<file path="config.mk">
export PLATFORM = sky130hd
export DESIGN_NAME = mul_pipe
export DESIGN_NICKNAME = d
export VERILOG_FILES = /design/src/rtl/mul_pipe.sv
export SDC_FILE = /design/constraint.sdc
export NUM_CORES = 2
export LEC_CHECK = 0
export CAP_MARGIN = 30
export CORE_ASPECT_RATIO = 1.4
export CORE_MARGIN = 2
export CORE_UTILIZATION = 53
export CTS_CLUSTER_SIZE = 30
export DETAILED_ROUTE_END_ITERATION = 8
export MAX_ROUTING_LAYER = met4
export PLACE_DENSITY = 0.7
export SYNTH_ARGS = -nofsm -noshare
export SYNTH_HDL_FRONTEND = slang
export SYNTH_SLANG_ARGS = --single-unit
</file>
<file path="constraint.sdc">
create_clock -name clk -period 22.1 [get_ports clk]
set_input_delay 4.42 -clock clk [delete_from_list [all_inputs] [get_ports clk]]
set_output_delay 4.42 -clock clk [all_outputs]
set_load 0.005 [all_outputs]
</file>
<file path="src/rtl/mul_pipe.sv">
// mul_pipe: LATENCY-stage pipelined multiplier (low, signed-high, unsigned-high) with valid/ready
// on both sides, bubble-collapsing backpressure, a tag sideband and a single-cycle flush.
package mul_pkg;
  typedef enum logic [1:0] {
    MUL_MUL   = 2'b00,
    MUL_MULH  = 2'b01,
    MUL_MULHU = 2'b10
  } mul_opcode_t;
endpackage

module mul_pipe
  import mul_pkg::*;
#(
  parameter int WIDTH   = 32,
  parameter int LATENCY = 2,
  parameter int TAG_W   = 5
) (
  input  logic               clk,
  input  logic               reset,
  input  logic               in_valid,
  output logic               in_ready,
  input  mul_opcode_t        opcode,
  input  logic [WIDTH-1:0]   src1,
  input  logic [WIDTH-1:0]   src2,
  input  logic [TAG_W-1:0]   in_tag,
  input  logic               flush,
  output logic               out_valid,
  input  logic               out_ready,
  output logic [WIDTH-1:0]   out_result,
  output logic [TAG_W-1:0]   out_tag,
  output logic               busy
);

  logic                     sx;
  logic signed [WIDTH:0]    a_ext, b_ext;
  logic signed [2*WIDTH-1:0] a_wide, b_wide, product;
  logic [WIDTH-1:0]         result_in;

  logic [LATENCY-1:0] valid_q, valid_d;
  logic [LATENCY-1:0] adv, load;

  // The full product is formed ahead of S1; later stages only carry it, leaving the
  // reduction free to be retimed across the stage registers.
  always_comb begin
    sx        = (opcode == MUL_MULH);
    a_ext     = signed'({sx & src1[WIDTH-1], src1});
    b_ext     = signed'({sx & src2[WIDTH-1], src2});
    a_wide    = {{(WIDTH-1){a_ext[WIDTH]}}, a_ext};
    b_wide    = {{(WIDTH-1){b_ext[WIDTH]}}, b_ext};
    product   = a_wide * b_wide;
    result_in = (opcode == MUL_MUL) ? product[WIDTH-1:0] : product[2*WIDTH-1:WIDTH];
  end

  // A stage advances when its successor is empty or itself advancing, so bubbles collapse.
  always_comb begin
    adv = '0;
    load = '0;
    adv[LATENCY-1] = valid_q[LATENCY-1] & out_ready;
    for (int k = LATENCY - 2; k >= 0; k--) begin
      adv[k] = valid_q[k] & (~valid_q[k+1] | adv[k+1]);
    end
    in_ready = ~valid_q[0] | adv[0];
    load[0]  = in_valid & in_ready;
    for (int k = 1; k < LATENCY; k++) begin
      load[k] = adv[k-1];
    end
    valid_d = flush ? '0 : ((valid_q & ~adv) | load);
  end

  always_ff @(posedge clk) begin
    if (reset) begin
      valid_q <= '0;
    end else begin
      valid_q <= valid_d;
    end
  end

  for (genvar gi = 0; gi < LATENCY; gi++) begin : g_stage
    logic [WIDTH-1:0] result_d, result_q;
    logic [TAG_W-1:0] tag_d, tag_q;

    if (gi == 0) begin : g_first
      always_comb begin
        result_d = load[0] ? result_in : result_q;
        tag_d    = load[0] ? in_tag    : tag_q;
      end
    end else begin : g_next
      always_comb begin
        result_d = load[gi] ? g_stage[gi-1].result_q : result_q;
        tag_d    = load[gi] ? g_stage[gi-1].tag_q    : tag_q;
      end
    end

    // Data only changes on a load, which keeps the output stable during a stall.
    always_ff @(posedge clk) begin
      result_q <= result_d;
      tag_q    <= tag_d;
    end
  end

  assign out_valid  = valid_q[LATENCY-1];
  assign out_result = g_stage[LATENCY-1].result_q;
  assign out_tag    = g_stage[LATENCY-1].tag_q;
  assign busy       = |valid_q;

endmodule

</file>
# ---- Word-level counts from Yosys, hierarchy flattened
# Cells that the tools add are included.
dict set report totals {
  ff_bits 76
  output_inout_bits 40
}
dict set report op_classes {
  n_mul 1
  eq_ne 1
  muxes 1
  n_bitwise 12
  n_reduce_logical 3
}
# op count
set ops {}
lappend ops {{multiplier 33 x 33 -> 64 bit} 1}
lappend ops {{2-to-1 mux 32 bit} 1}
lappend ops {{bitwise AND 1 bit} 5}
lappend ops {{OR reduction 2 bit} 2}
lappend ops {{bitwise AND 2 bit} 1}
lappend ops {{== test 2 x 1 -> 1 bit, second input constant} 1}
lappend ops {{zero test 2 bit} 1}
lappend ops {{inverter 1 bit} 2}
lappend ops {{inverter 2 bit} 1}
lappend ops {{bitwise OR 1 bit} 2}
lappend ops {{bitwise OR 2 bit} 1}

# ---- Longest topological paths before layout
dict set report depth {
  ltp_word 6
  depth_mapped 31
}

# ---- Worst setup path before layout
# OpenSTA, ideal clock, no wires.
dict set report synth_path {
  kind {input to register}
  from {input port opcode[0]}
  to {register g_stage[0].result_q[24] (data pin)}
  arrival_time_ns 12.155
  required_time_ns 21.845
  slack_ns 9.690
  path_stages 30
  cell_sequence {nor2b_1 > and2_1 > clkbuf_1 > nand2_1 > inv_1 > fa_1 > inv_1 > fa_1 > inv_1 > fa_1 > fa_1 > inv_1 > fa_1 > inv_1 > fa_1 > inv_1 > fa_1 > fa_1 > inv_1 > ha_1 > nand2_1 > nor2_1 > a211o_1 > a21oi_2 > o21ai_1 > or3b_4 > o211ai_2 > a21boi_1 > or3_1 > a31o_1}
}
dict set report synth_via {
  elab_chain_len 4
  word_cells_on_any_way 6
  classes_between {mul (1); eq/ne (1); mux (1); bitwise (2); reduce/logical (1)}
}
# element line
set synth_rtl {}
lappend synth_rtl {{start, declared} 22} ;# input mul_opcode_t opcode,
lappend synth_rtl {{== test 2 x 1 -> 1 bit} 45} ;# sx = (opcode == MUL_MULH);
lappend synth_rtl {{bitwise AND 1 bit (on tied branches)} {46, 47}}
lappend synth_rtl {{multiplier 33 x 33 -> 64 bit} 50} ;# product = a_wide * b_wide;
lappend synth_rtl {{2-to-1 mux 32 bit *} 51} ;# result_in = (opcode == MUL_MUL) ? product[WIDTH-1:0] : product[2*WIDTH-1:WIDTH];
lappend synth_rtl {{via result_in[24]} 37} ;# logic [WIDTH-1:0] result_in;
lappend synth_rtl {{end signal, assigned} 96} ;# result_q <= result_d;
lappend synth_rtl {{end, declared} 79} ;# logic [WIDTH-1:0] result_d, result_q;
# Mark *: on every way through the listed nets, which the timed path passes. The rest lies on a longest branch.
# A chain may end at the register's enable or synchronous reset.

# ---- Final worst setup path
dict set report layout_path {
  from {input port opcode[0]}
  to {register g_stage[0].result_q[31] (data pin)}
}
# Same word-level chain as after synthesis.

==> impl_metrics.json <==
{
  "antenna_found_initial": 5,
  "postCtsSetupRepairBufs": 0,
  "final_area_sq_mm": 0.0429,
  "die_y_microns": 332,
  "detailed_place_hpwl_mm": 87.5,
  "ff2ff_setup_slack_ns": 20.29,
  "clock-sinks": 76,
  "cts.htree.levels": 3,
  "drv_cap": 0,
  "cts_tree": "built",
  "groute.layer.met1.usage_pct": 34.0,
  "synth_warnings": 0,
  "cp.arrival_ns": 13.90,
  "grt_start_max_net_pins": 52,
  "wl_mm": 110,
  "cts_root_buf": "clkbuf_16",
  "critPathRequiredTime_ns": 22.18,
  "crit_type": "in2reg",
  "cts_resized": 0,
  "holdBufCountCts": 0,
  "grt_use_met2_pct": 54.0,
  "syn-num-nets": 5829,
  "area_delta_synth_final_pct": 5.60,
  "setup_viol": 0,
  "worst-path-max-fanout": 21,
  "cts.path.max_buffers": 2,
  "syn-cell-area_sq_mm": 0.0406,
  "fmax_mhz": 72.4,
  "die_w_microns": 238,
  "initial_core_util_pct": 53.3,
  "synthArstFlopShare_pct": 0,
  "postRouteAntennaNets": 0,
  "routabilityCongestion": 0.947,
  "cts_buffers": 9,
  "clk_latency_ns": 0.34,
  "syn_area_per_cell_sq_um": 9.20,
  "layout_setup_ws_ns": 8.29,
  "tns_ns": 0,
  "dp_slack_ns": 7.98,
  "max_stage_delay_ns": 0.87,
  "num-fill-cells": 6807,
  "io_buffers": 115,
  "yosysUniqueCellTypes": 69,
  "fin_crit_sh_pct": 62.5,
  "final_hold_viol_count": 0,
  "place_area_sq_mm": 0.0426,
  "grt.busiest_layer": "met2",
  "status": "completed",
  "yosys_register_bits": 76,
  "post-route-drc-count": 0,
  "boundaryPins": 116,
  "first_global_vias": 33200,
  "grtUsageTotal_pct": 30.5,
  "worst_slew_pin_slew_ns": 0.969,
  "grt_pass1_wl_mm": 180,
  "yosysSeqAreaShare_pct": 5.57,
  "min-delay-path-class": "reg2reg",
  "die-area_sq_mm": 0.0790,
  "final_nets": 5792,
  "clock_skew_ns": 0.0118,
  "num_rows": 120,
  "cpMaxStageDelayCell": "fa_1",
  "drt_iter0_drc": 1809,
  "cp_common_cell": "fa_1",
  "vias": 29600,
  "slew_headroom_pct": 35.4,
  "wl_per_cell_microns": 20.6,
  "first_pass_iters": 5,
  "gr-usage-met3_pct": 3.86,
  "path_clk_slew_ns": 0.06,
  "rsz0062_at_grt": "false",
  "start_kind": "input port",
  "synth_edf_count": 74,
  "grt_overflow": 0,
  "finalMaxSlewViolations": 0,
  "syn-instance-count": 4416,
  "detail_route.vias_per_cell": 5.52,
  "end_kind": "flip-flop",
  "period_needed_ns": 13.81,
  "drive_gt1_share_pct": 2.67,
  "core_sq_mm": 0.0763,
  "synth_ff_type": "edfxtp_1"
}
## Yosys cell counts, drive strengths merged, types with 3 or more instances
cell     number  area (sq um)
o21a          8          60.1
a31oi        11          68.8
xnor2        47           412
nor2b         8          50.1
a21o         20           151
nand2b        3          18.8
and2        274          1710
a2111oi       3          32.5
clkbuf      213           800
nor3          9          45.0
a21oi        79           410
buf          13          87.6
o21bai        9          67.6
xor2         26           228
inv        1191          4470
and3         24           150
nand2       833          3130
edfxtp       74          2220
nand3        23           115
nand4        11          68.8
o211ai        5          42.5
a31o          3          26.3
a21boi        3          26.3
or2          12          75.1
nor3b         4          30.0
and4          5          43.8
a221oi        3          32.5
ha          212          2650
nor2         72           273
o21ai        54           270
a211o         3          26.3
fa         1125         22500
or3           7          43.8
## logic make-up after synthesis
kind of cell / synth area share [%]
buffers and inverters: 13.2
adders and majority gates: 61.9
and+or+nand+nor: 14.3
AOI/OAI and AO/OA: 3.36
muxes: 0.0246
xor gates and xnor gates: 1.57
DFF: 5.57
## placed cells by master, fill, tap and decap left out, drive strengths merged, types with 4 or more instances in the layout
cell	netlist	final
nor3	9	9
and2	274	274
inv	1191	1193
nand3	23	23
nand2	833	833
o211ai	5	5
or2	12	12
and4	5	5
o21a	8	8
xnor2	47	47
fa	1125	1125
o21bai	9	9
ha	212	212
a21oi	79	79
xor2	26	26
o21ai	54	54
nor2	72	72
clkdlybuf4s50	0	109
nor2b	8	8
nor3b	4	4
a21o	20	20
nand4	11	11
edfxtp	74	74
or3	7	7
clkbuf	213	10
buf	13	70
and3	24	24
a31oi	11	11
## path summary, 6_finish.rpt
kind                            from                       to  cells past startpoint
min reg2reg  g_stage[0].result_q[16]           out_result[16]                      0
max                        opcode[0]  g_stage[0].result_q[31]                     30
min          g_stage[0].result_q[16]           out_result[16]                      0
max reg2reg               valid_q[1]  g_stage[0].result_q[31]                      3
## sequential cells by signal (all words and copies together), names as in the netlist
register	cells
out_tag	5
valid_q	2
g_stage.result_q	32
g_stage.tag_q	5
out_result	32
## worst max-delay path: cells and delay by family
family	cells	cell delay (ns)
fa+ha+maj	9	4.67
compound gates	7	1.89
buf+inv	9	1.84
simple gates	5	1.04
## cell type report
class | count | area (sq um) | area share (%)
Multi-Input combinational cell | 2922 | 33000 | 77.0
Inverter | 1191 | 4470 | 10.4
Sequential cell | 76 | 2260 | 5.27
Timing Repair Buffer | 179 | 1630 | 3.81
Tap cell | 976 | 1220 | 2.85
Clock buffer | 10 | 229 | 0.533
Clock inverter | 6 | 70.1 | 0.163
Antenna cell | 2 | 5.00 | 0.0117
## metrics by stage
| step | utilization (%) | cells | hold slack [ns] |
|---|---|---|---|
| final | 56.3 | 5362 | 0.418 |
| after detailed placement | 55.8 | 5343 | 0.405 |
| after global placement | 55.8 | 5342 | 0.402 |
| after CTS | 56.2 | 5359 | 0.419 |
| after floorplan | - | 4416 | 0.400 |
| after global routing | 56.3 | 5362 | 0.427 |
## routing by layer
metal  vias up  share of wire [%]  routed length, microns
li1      12500                  -                       -
met1     15600                 35                   38600
met2      1114                 53                   58600
met3       421                5.8                    6400
met4         0                6.2                    6880
met5         -                  0                       0
Power is left out: the tool's default activity adds up to more than one toggle a clock period on the data nets, which glitch-free logic cannot reach.
